==> config.mk <==
export PLATFORM = sky130hd
export DESIGN_NAME = spi_flash_read_ctrl
export DESIGN_NICKNAME = d
export VERILOG_FILES = /design/src/rtl/spi_flash_read_ctrl.sv
export SDC_FILE = /design/constraint.sdc
export NUM_CORES = 1
export LEC_CHECK = 0
export CAP_MARGIN = 15
export CORE_ASPECT_RATIO = 1.4
export CORE_MARGIN = 2
export CORE_UTILIZATION = 61
export CTS_CLUSTER_DIAMETER = 80
export CTS_CLUSTER_SIZE = 12
export DETAILED_ROUTE_END_ITERATION = 10
export GPL_ROUTABILITY_DRIVEN = 0
export PLACE_DENSITY = 0.86
export SLEW_MARGIN = 20
export SYNTH_ARGS = -nofsm -noshare
export SYNTH_HDL_FRONTEND = slang
export SYNTH_SLANG_ARGS = --single-unit
export TNS_END_PERCENT = 100
==> constraint.sdc <==
create_clock -name clk -period 7.9 [get_ports clk]
set_input_delay 0.79 -clock clk [delete_from_list [all_inputs] [get_ports clk]]
set_output_delay 0.79 -clock clk [all_outputs]
set_load 0.01 [all_outputs]
==> src/rtl/spi_flash_read_ctrl.sv <==
// SPI flash read controller: sends opcode 0x03 plus a 24-bit address, then streams BYTE_NUM bytes.
// SCLK is mode 0; the miso sample strobe is delayed to line up with the two-flop synchroniser.
module spi_flash_read_ctrl #(
  parameter int unsigned CLK_DIV  = 2,
  parameter int unsigned BYTE_NUM = 148,
  parameter int unsigned CS_GAP   = 8
) (
  input  logic        clk,
  input  logic        rst_n,
  input  logic        start,
  input  logic [23:0] addr,
  input  logic        abort,
  input  logic        spi_miso,
  output logic        spi_cs_n,
  output logic        spi_sclk,
  output logic        spi_mosi,
  output logic [7:0]  rd_data,
  output logic        rd_valid,
  output logic        busy,
  output logic        done
);
  localparam logic [7:0] DIV_TC    = 8'(CLK_DIV - 1);
  localparam logic [7:0] GAP_TC    = 8'(CS_GAP - 1);
  localparam logic [7:0] BYTE_LAST = 8'(BYTE_NUM);

  typedef enum logic [1:0] {IDLE, CMD, READ, GAP} state_t;
  state_t state, state_d;

  logic [7:0]  div_cnt, div_cnt_d;
  logic [5:0]  bit_cnt, bit_cnt_d;
  logic [7:0]  byte_cnt, byte_cnt_d;
  logic [7:0]  gap_cnt, gap_cnt_d;
  logic [30:0] tx_sh, tx_sh_d;
  logic        aborted, aborted_d;
  logic        cs_n_d, sclk_d, mosi_d, busy_d, done_d, smp_d;
  logic [31:0] cmd_word;
  logic        div_tc, rise, fall, flush;
  logic        miso_p0, miso_p1, smp_p0, smp_p1;
  logic [6:0]  rx_sh;
  logic [2:0]  rx_cnt;

  assign cmd_word = {8'h03, addr};
  assign div_tc   = (div_cnt == DIV_TC);
  assign rise     = div_tc && !spi_sclk;
  assign fall     = div_tc && spi_sclk;
  assign flush    = abort && ((state == CMD) || (state == READ));

  always_comb begin
    state_d    = state;
    div_cnt_d  = '0;
    bit_cnt_d  = bit_cnt;
    byte_cnt_d = byte_cnt;
    gap_cnt_d  = gap_cnt;
    tx_sh_d    = tx_sh;
    aborted_d  = aborted;
    cs_n_d     = spi_cs_n;
    sclk_d     = spi_sclk;
    mosi_d     = spi_mosi;
    done_d     = 1'b0;
    smp_d      = 1'b0;
    case (state)
      IDLE: begin
        if (start && !abort) begin
          state_d    = CMD;
          tx_sh_d    = cmd_word[30:0];
          mosi_d     = cmd_word[31];
          cs_n_d     = 1'b0;
          sclk_d     = 1'b0;
          bit_cnt_d  = '0;
          byte_cnt_d = '0;
          aborted_d  = 1'b0;
        end
      end
      CMD, READ: begin
        if (abort) begin
          state_d   = GAP;
          cs_n_d    = 1'b1;
          sclk_d    = 1'b0;
          mosi_d    = 1'b0;
          gap_cnt_d = '0;
          aborted_d = 1'b1;
        end else begin
          div_cnt_d = div_tc ? 8'd0 : div_cnt + 8'd1;
          if (div_tc) sclk_d = !spi_sclk;
          if (rise) begin
            if (state == CMD) begin
              bit_cnt_d = bit_cnt + 6'd1;
            end else begin
              smp_d = 1'b1;
              if (bit_cnt == 6'd7) begin
                bit_cnt_d  = '0;
                byte_cnt_d = byte_cnt + 8'd1;
              end else begin
                bit_cnt_d = bit_cnt + 6'd1;
              end
            end
          end
          if (fall) begin
            if (state == CMD) begin
              if (bit_cnt == 6'd32) begin
                state_d   = READ;
                bit_cnt_d = '0;
                mosi_d    = 1'b0;
              end else begin
                mosi_d  = tx_sh[30];
                tx_sh_d = {tx_sh[29:0], 1'b0};
              end
            end else if (byte_cnt == BYTE_LAST) begin
              state_d   = GAP;
              cs_n_d    = 1'b1;
              sclk_d    = 1'b0;
              div_cnt_d = '0;
              gap_cnt_d = '0;
            end
          end
        end
      end
      GAP: begin
        if (abort) aborted_d = 1'b1;
        if (gap_cnt == GAP_TC) begin
          state_d = IDLE;
          done_d  = !(aborted || abort);
        end else begin
          gap_cnt_d = gap_cnt + 8'd1;
        end
      end
      default: state_d = IDLE;
    endcase
    busy_d = (state_d != IDLE);
  end

  always_ff @(posedge clk) begin
    if (!rst_n) begin
      state    <= IDLE;
      div_cnt  <= '0;
      bit_cnt  <= '0;
      byte_cnt <= '0;
      gap_cnt  <= '0;
      tx_sh    <= '0;
      aborted  <= 1'b0;
      spi_cs_n <= 1'b1;
      spi_sclk <= 1'b0;
      spi_mosi <= 1'b0;
      busy     <= 1'b0;
      done     <= 1'b0;
    end else begin
      state    <= state_d;
      div_cnt  <= div_cnt_d;
      bit_cnt  <= bit_cnt_d;
      byte_cnt <= byte_cnt_d;
      gap_cnt  <= gap_cnt_d;
      tx_sh    <= tx_sh_d;
      aborted  <= aborted_d;
      spi_cs_n <= cs_n_d;
      spi_sclk <= sclk_d;
      spi_mosi <= mosi_d;
      busy     <= busy_d;
      done     <= done_d;
    end
  end

  // p0/p1: miso synchroniser and the matching two-cycle delay of the rising-edge sample strobe
  always_ff @(posedge clk) begin
    if (!rst_n) begin
      miso_p0  <= 1'b1;
      miso_p1  <= 1'b1;
      smp_p0   <= 1'b0;
      smp_p1   <= 1'b0;
      rx_sh    <= '0;
      rx_cnt   <= '0;
      rd_data  <= 8'h00;
      rd_valid <= 1'b0;
    end else begin
      miso_p0  <= spi_miso;
      miso_p1  <= miso_p0;
      rd_valid <= 1'b0;
      if (flush) begin
        smp_p0 <= 1'b0;
        smp_p1 <= 1'b0;
        rx_cnt <= '0;
      end else begin
        smp_p0 <= smp_d;
        smp_p1 <= smp_p0;
        if (smp_p1) begin
          rx_sh  <= {rx_sh[5:0], miso_p1};
          rx_cnt <= rx_cnt + 3'd1;
          if (rx_cnt == 3'd7) begin
            rd_data  <= {rx_sh, miso_p1};
            rd_valid <= 1'b1;
          end
        end
      end
    end
  end
endmodule

==> run metrics, run 1 <==
setup tns final 0 ps; die area 7440 µm²; ant diodes 0; status complete, no violations; EDFF count, synth 0; number of synthesis warnings 0; cts hold-fix bufs 0; number of max-cap violations 0; R2R depth 7; synthesized area between 4000 and 5000 µm²; final net count between 500 and 600; top post-synthesis cells by area dfxtp_1 45%, mux2i_1 6.8%, nor2_1 5.7%, nand2_1 4.7%, ha_1 4.6%; DR iter-0 viols approximately 210; Least-Margin Pin Slew around 1100 ps; largest net degree at the start of global routing 57; most frequent CP cell nor2_1; Max FO, Critical Path 56; worst skew pair latency 350 ps; total global-route track usage 0.229; Initial Util 0.628; critical path class flip-flop to flip-flop; CTS Buf Count 9; Worst VDD drop between 0.15 and 0.2 mV; Hold Path Sink miso_p1; Slew Limit Headroom 0.275; post-route clock period utilization 0.473; hold path depth 1; Yosys reg bits 92; CP cell instances inv_1 > ha_2 > mux2i_1 > nor2_1 > and4_2 > nor2_1 > a211oi_1; Die W about 73 µm; Final setup viols 0; Fin. Hold Viols 0; layout cells sized above 1 0.0553; DRC 0; wire length per cell ~14 µm; Mean Syn Cell Area slightly below 9 µm²; Final ANT Viol Nets 0; Crit. End Element flip-flop; total wire length 8.34 mm; Finished Core Util 0.725; number of global-route vias before repair 3,218; top cell type's share of synthesized area 0.447; Hold Crit Class flip-flop to flip-flop; area grow syn2layout 15.5%; Main synth FF type dfxtp_1; Worst EP required 8150 ps; initial antenna violation count 0; via count approximately 3,400; Overflow after GRT 0; CTS sink cnt slightly above 90; vias per cell between 5 and 6; worst r2r src state[1]; # rows 35; Clock transition at path regs about 90 ps; die height between 100 and 150 µm; Post-CTS Setup Inserts 0; Critical Path Source state[1]; min Tclk post-route around 3700 ps; max incr delay on CP 1050 ps; R2R setup slack between 4000 and 5000 ps; RSZ-0062 raised after global routing false; Reg-to-Reg End tx_sh[4]; arrival time of the worst setup path 3980 ps; H-Tree Depth 3; Port Buffers between 40 and 50; Worst Hold Launch miso_p0; clock skew ~7.2 ps; pins over their slew limit 0; clock buffer depth 2; Mapped Cells ~470; worst-path cell with the longest stage delay ha_2; fmax 268 MHz; first-pass GRT wire length ~14 mm; fraction of registers with async set/reset 0; post-DP HPWL 5.53 mm; post_cts resized 0; post-synth top area cell dfxtp_1; I/O pin count 43; pwr dens 257 nW/µm²; LEAKAGE 1.69 nW; Root Driver clkbuf_8; register area share after synthesis 0.447; Unique masters post-synth between 50 and 60; total core area 6570 µm²; Syn Nets ~520; CTS tree done; CP startpoint kind flip-flop; DR pass1 iterations 4
## sequential cells by signal, summed over array words and instances, names as in the netlist, 2 cells and up
name,count
bit_cnt,6
rx_sh,7
div_cnt,8
state,2
rx_cnt,3
tx_sh,31
gap_cnt,8
rd_data,8
byte_cnt,8
## cell families (layout without fill, tap and decap cells)
logic type	Yosys count	in the layout	synth area share
adders and majority gates	15	15	0.0455
muxes	28	28	0.0680
xor gates and xnor gates	20	20	0.0425
and+or+nand+nor	205	205	0.241
buffers and inverters	37	71	0.0358
DFF	92	92	0.447
AOI/OAI and AO/OA	75	75	0.121
## layout make-up
class | instances | area, µm²
clock inverter | 6 | 70.1
inverter | 13 | 48.8
clock buffer | 10 | 138
multi-input combinational | 343 | 2150
sequential | 92 | 1840
tap | 74 | 92.6
fill | 532 | 1810
timing repair buffer | 42 | 420
## where the power goes
| part | internal [mW] | leakage (nW) | total [mW] | switching (mW) |
|---|---|---|---|---|
| clock network | 0.158 | 0.101 | 0.327 | 0.169 |
| logic | 0.147 | 0.840 | 0.359 | 0.213 |
| registers | 0.512 | 0.746 | 0.539 | 0.0272 |
| total | 0.816 | 1.69 | 1.23 | 0.409 |
## synth_stat cells, drive strengths merged (9+ instances only)
library cell	count
a211oi	23
a21oi	29
xor2	16
inv	13
nor2	63
nand4	9
nand2	52
mux2i	28
nand3	33
ha	15
clkbuf	15
dfxtp	92
buf	9
## worst max-delay path: cells and delay by family, from the launching register on
family | cells | cell delay (ps)
buffers and inverters | 1 | 100
AND/OR/NAND/NOR | 3 | 1450
flip-flops | 1 | 400
multiplexers | 1 | 330
adder cells (fa/ha/maj) | 1 | 1050
AO/OA/AOI/OAI | 1 | 280
## per-stage QoR
| stage | hold WS, ps | instances | setup slack, ps | instance area (µm²) | total power [mW] |
|---|---|---|---|---|---|
| 5_1_grt | 419 | 580 | 3810 | 4760 | 1.29 |
| 4_1_cts | 419 | 580 | 4160 | 4760 | 1.23 |
| 3_5_place_dp | 398 | 564 | 4260 | 4550 | 0.904 |
| 2_1_floorplan | 386 | 472 | 4850 | 4120 | 0.825 |
| 6_report | 412 | 580 | 4170 | 4760 | 1.23 |
| 3_3_place_gp | 390 | 564 | 4380 | 4540 | 0.890 |
## placed cells by master (no fill, tap or decap), types with 4 or more instances in the layout
master	n
clkbuf_8	10
and3_1	6
a211oi_1	23
nor2_1	63
ha_1	14
clkdlybuf4s50_1	42
inv_1	12
nand2b_1	8
nand4_1	9
xnor2_1	4
mux2i_1	28
dfxtp_1	92
nor4_1	4
xor2_1	16
o21ai_0	4
nand3_1	33
nand2_1	52
and2_1	6
a21oi_1	29
## per-layer routing
| layer | vias to the layer above | global-route usage | wire, µm |
|---|---|---|---|
| met5 | - | 0 | 0 |
| met1 | 1601 | 0.270 | 3570 |
| met2 | 72 | 0.398 | 4290 |
| met4 | 0 | 0.0965 | 221 |
| li1 | 1712 | - | - |
| met3 | 21 | 0.0438 | 262 |
## worst max path at each step
stage                  endpoint  slack (ps)  cells after the start
floorplan           byte_cnt[6]        4850                      9
global placement       tx_sh[0]        4380                      7
detailed placement    tx_sh[15]        4260                      7
CTS                    tx_sh[4]        4160                      7
global route           tx_sh[4]        3810                      7
finish                 tx_sh[4]        4170                      7
Note: power is estimated with default switching activity, not from simulation.
==> run 2: changes to the inputs <==
--- a/config.mk
+++ b/config.mk
@@ -8,12 +8,12 @@
 export CAP_MARGIN = 15
 export CORE_ASPECT_RATIO = 1.4
 export CORE_MARGIN = 2
-export CORE_UTILIZATION = 61
+export CORE_UTILIZATION = 51
 export CTS_CLUSTER_DIAMETER = 80
 export CTS_CLUSTER_SIZE = 12
 export DETAILED_ROUTE_END_ITERATION = 10
 export GPL_ROUTABILITY_DRIVEN = 0
-export PLACE_DENSITY = 0.86
+export PLACE_DENSITY = 0.77
 export SLEW_MARGIN = 20
 export SYNTH_ARGS = -nofsm -noshare
 export SYNTH_HDL_FRONTEND = slang
==> constraint.sdc (replaced) <==
create_clock -name clk -period 3.09 [get_ports clk]
set_input_delay 0.309 -clock clk [delete_from_list [all_inputs] [get_ports clk]]
set_output_delay 0.309 -clock clk [all_outputs]
set_load 0.01 [all_outputs]
==> run metrics, run 2 (synthesis results as in run 1) <==
pins over their slew limit 0 (unchanged); total global-route track usage 0.198 (was 0.229); arrival time of the worst setup path 3140 ps (was 3980 ps); largest net degree at the start of global routing 49 (was 57); wire length per cell 13.0 µm (was 14.4 µm); first-pass GRT wire length 13.7 mm (about the same); Top Family by Delay on Critical Path simple AND/OR/NAND/NOR gates (unchanged); fmax 353 MHz (was 268 MHz); worst skew pair latency 370 ps (was 350 ps); Largest register FFs 31 (unchanged); Worst EP required 3390 ps (was 8150 ps); Tot Pwr 3.10 mW (was 1.23 mW); area grow syn2layout 18.4% (was 15.5%); Die W 80.0 µm (was 73.5 µm); CP cell instances ha_1 > or4b_2 > nor4_2 > ha_1 > nand4b_1 > or3_1 > or4_1 > a31oi_1 (was inv_1 > ha_2 > mux2i_1 > nor2_1 > and4_2 > nor2_1 > a211oi_1); clock buffer depth 2 (unchanged); Fin. Hold Viols 0 (unchanged); Reg power frac 0.444 (was 0.440); register area 1840 µm² (unchanged); CTS tree done (unchanged); die area 8830 µm² (was 7440 µm²); Hold Crit Class flip-flop to flip-flop (unchanged); Power Internal 2.05 mW (was 0.816 mW); die height 110 µm (was 101 µm); Least-Margin Pin Slew 740 ps (was 1090 ps); Max FO, Critical Path 5 (was 56); initial antenna violation count 0 (unchanged); Clk network pwr share 0.242 (was 0.267); H-Tree Depth 3 (unchanged); R2R setup slack 250 ps (was 4170 ps); # rows 38 (was 35); DRC 0 (unchanged); Overflow after GRT 0 (unchanged); most common cell after layout, fill and taps aside dfxtp_1 (unchanged); Initial Util 0.529 (was 0.628); Worst Path Buf+Inv 0 (was 1); ant diodes 0 (unchanged); layout cells sized above 1 0.0788 (was 0.0553); vias per cell 5.51 (was 5.87); fillers 676 (was 532); CP startpoint kind flip-flop (unchanged); Root Driver clkbuf_8 (unchanged); Largest Register tx_sh (unchanged); Final ANT Viol Nets 0 (unchanged); most frequent CP cell ha_1 (was nor2_1); LEAKAGE 1.74 nW (was 1.69 nW); worst setup margin 254 ps (was 4170 ps); post-DP HPWL 5.67 mm (was 5.53 mm); Final setup viols 0 (unchanged); sw frac 0.337 (was 0.334); most frequent cells in the layout 92 x dfxtp_1, 63 x nor2_1, 52 x nand2_1, 42 x clkdlybuf4s50_1, 33 x nand3_1 (unchanged); Crit. End Element flip-flop (unchanged); DR iter-0 viols 152 (was 211); CTS Buf Count 9 (unchanged); Slew Limit Headroom 0.503 (was 0.275); Area after DPL 4690 µm² (was 4550 µm²); I/O pin count 43 (unchanged); number of max-cap violations 0 (unchanged); max incr delay on CP 590 ps (was 1050 ps); worst-path cell with the longest stage delay or4b_2 (was ha_2); Multi-input gate area 2140 µm² (was 2150 µm²); via count 3,418 (was 3,406); CTS sink cnt 92 (unchanged); pre-CTS setup slack 131 ps (was 4260 ps); combinational share of power 0.314 (was 0.293); Port Buffers 42 (unchanged); pwr dens 635 nW/µm² (was 257 nW/µm²); critical path class flip-flop to flip-flop (unchanged); total core area 7800 µm² (was 6570 µm²); NetSw 1.05 mW (was 0.409 mW); cts hold-fix bufs 0 (unchanged); min Tclk post-route 2840 ps (was 3730 ps); Worst VDD drop 0.262 mV (was 0.165 mV); number of global-route vias before repair 3,210 (was 3,218); total wire length 8.06 mm (was 8.34 mm); DR pass1 iterations 4 (unchanged); status complete, no violations (unchanged); Clock transition at path regs 90 ps (about the same); post-route clock period utilization 0.918 (was 0.473); clock skew 11.0 ps (was 7.18 ps); final std cell area, no fill 4880 µm² (was 4760 µm²); final net count 559 (was 545)
run 2: changes by cell type in the layout (fill, tap and decap cells not counted), sizes merged:
cell | previous run | this run
buf | 0 | 14
inv | 15 | 16
bufinv | 1 | 0
run 2: layer usage:
metal | wire, µm | share of wire | vias to the layer above | global-route usage
li1 | - | - | 1743 | -
met1 | 3460 | 0.43 | 1586 | 0.219
met2 | 4030 | 0.50 | 71 | 0.349
met3 | 377 | 0.047 | 18 | 0.0505
met4 | 192 | 0.024 | 0 | 0.102
met5 | 0 | 0 | - | 0
run 2: power groups by stage:
stage	registers, mW	logic [mW]	clock network, mW
after global placement	1.40	0.953	0
after floorplan	1.39	0.717	0
after CTS	1.38	0.974	0.777
after detailed placement	1.41	0.970	0
after global routing	1.39	1.07	0.818
final	1.38	0.973	0.749
run 2: worst reg2reg max path, cell delays in order, from the launching register on:
cell and delay, ps:
dfxtp_1 390, ha_1 160, or4b_2 590, nor4_2 260, ha_1 250, nand4b_1 120
or3_1 330, or4_1 500, a31oi_1 160
run 2: stage by stage:
step	util	TNS (ps)	std cells	hold slack, ps
finish	0.626	0	620	414
detailed placement	0.602	0	604	397
CTS	0.625	0	620	416
floorplan	-	0	472	386
global placement	0.602	0	604	391
global route	0.626	-1.71	620	445
run 2: cell type report:
type | instances | area share
clock buffers | 10 | 0.0282
flip-flops and latches | 92 | 0.377
clock inverters | 6 | 0.00948
well taps | 100 | 0.0256
multi-input cells | 343 | 0.439
repair buffers | 56 | 0.110
inverters | 13 | 0.0100
run 2: timing repair:
action / 4_1_cts / 5_1_grt
setup buffers: 0 / 0
setup endpoints to repair: 0 / 18
gates resized for setup: 0 / 1
run 2: path summary, 6_finish.rpt:
kind,from,to,cells after the start
worst min register to register,miso_p0,miso_p1,1
worst max-delay path,div_cnt[0],gap_cnt[3],8
worst max register to register,div_cnt[0],gap_cnt[3],8
worst min-delay path,miso_p0,miso_p1,1
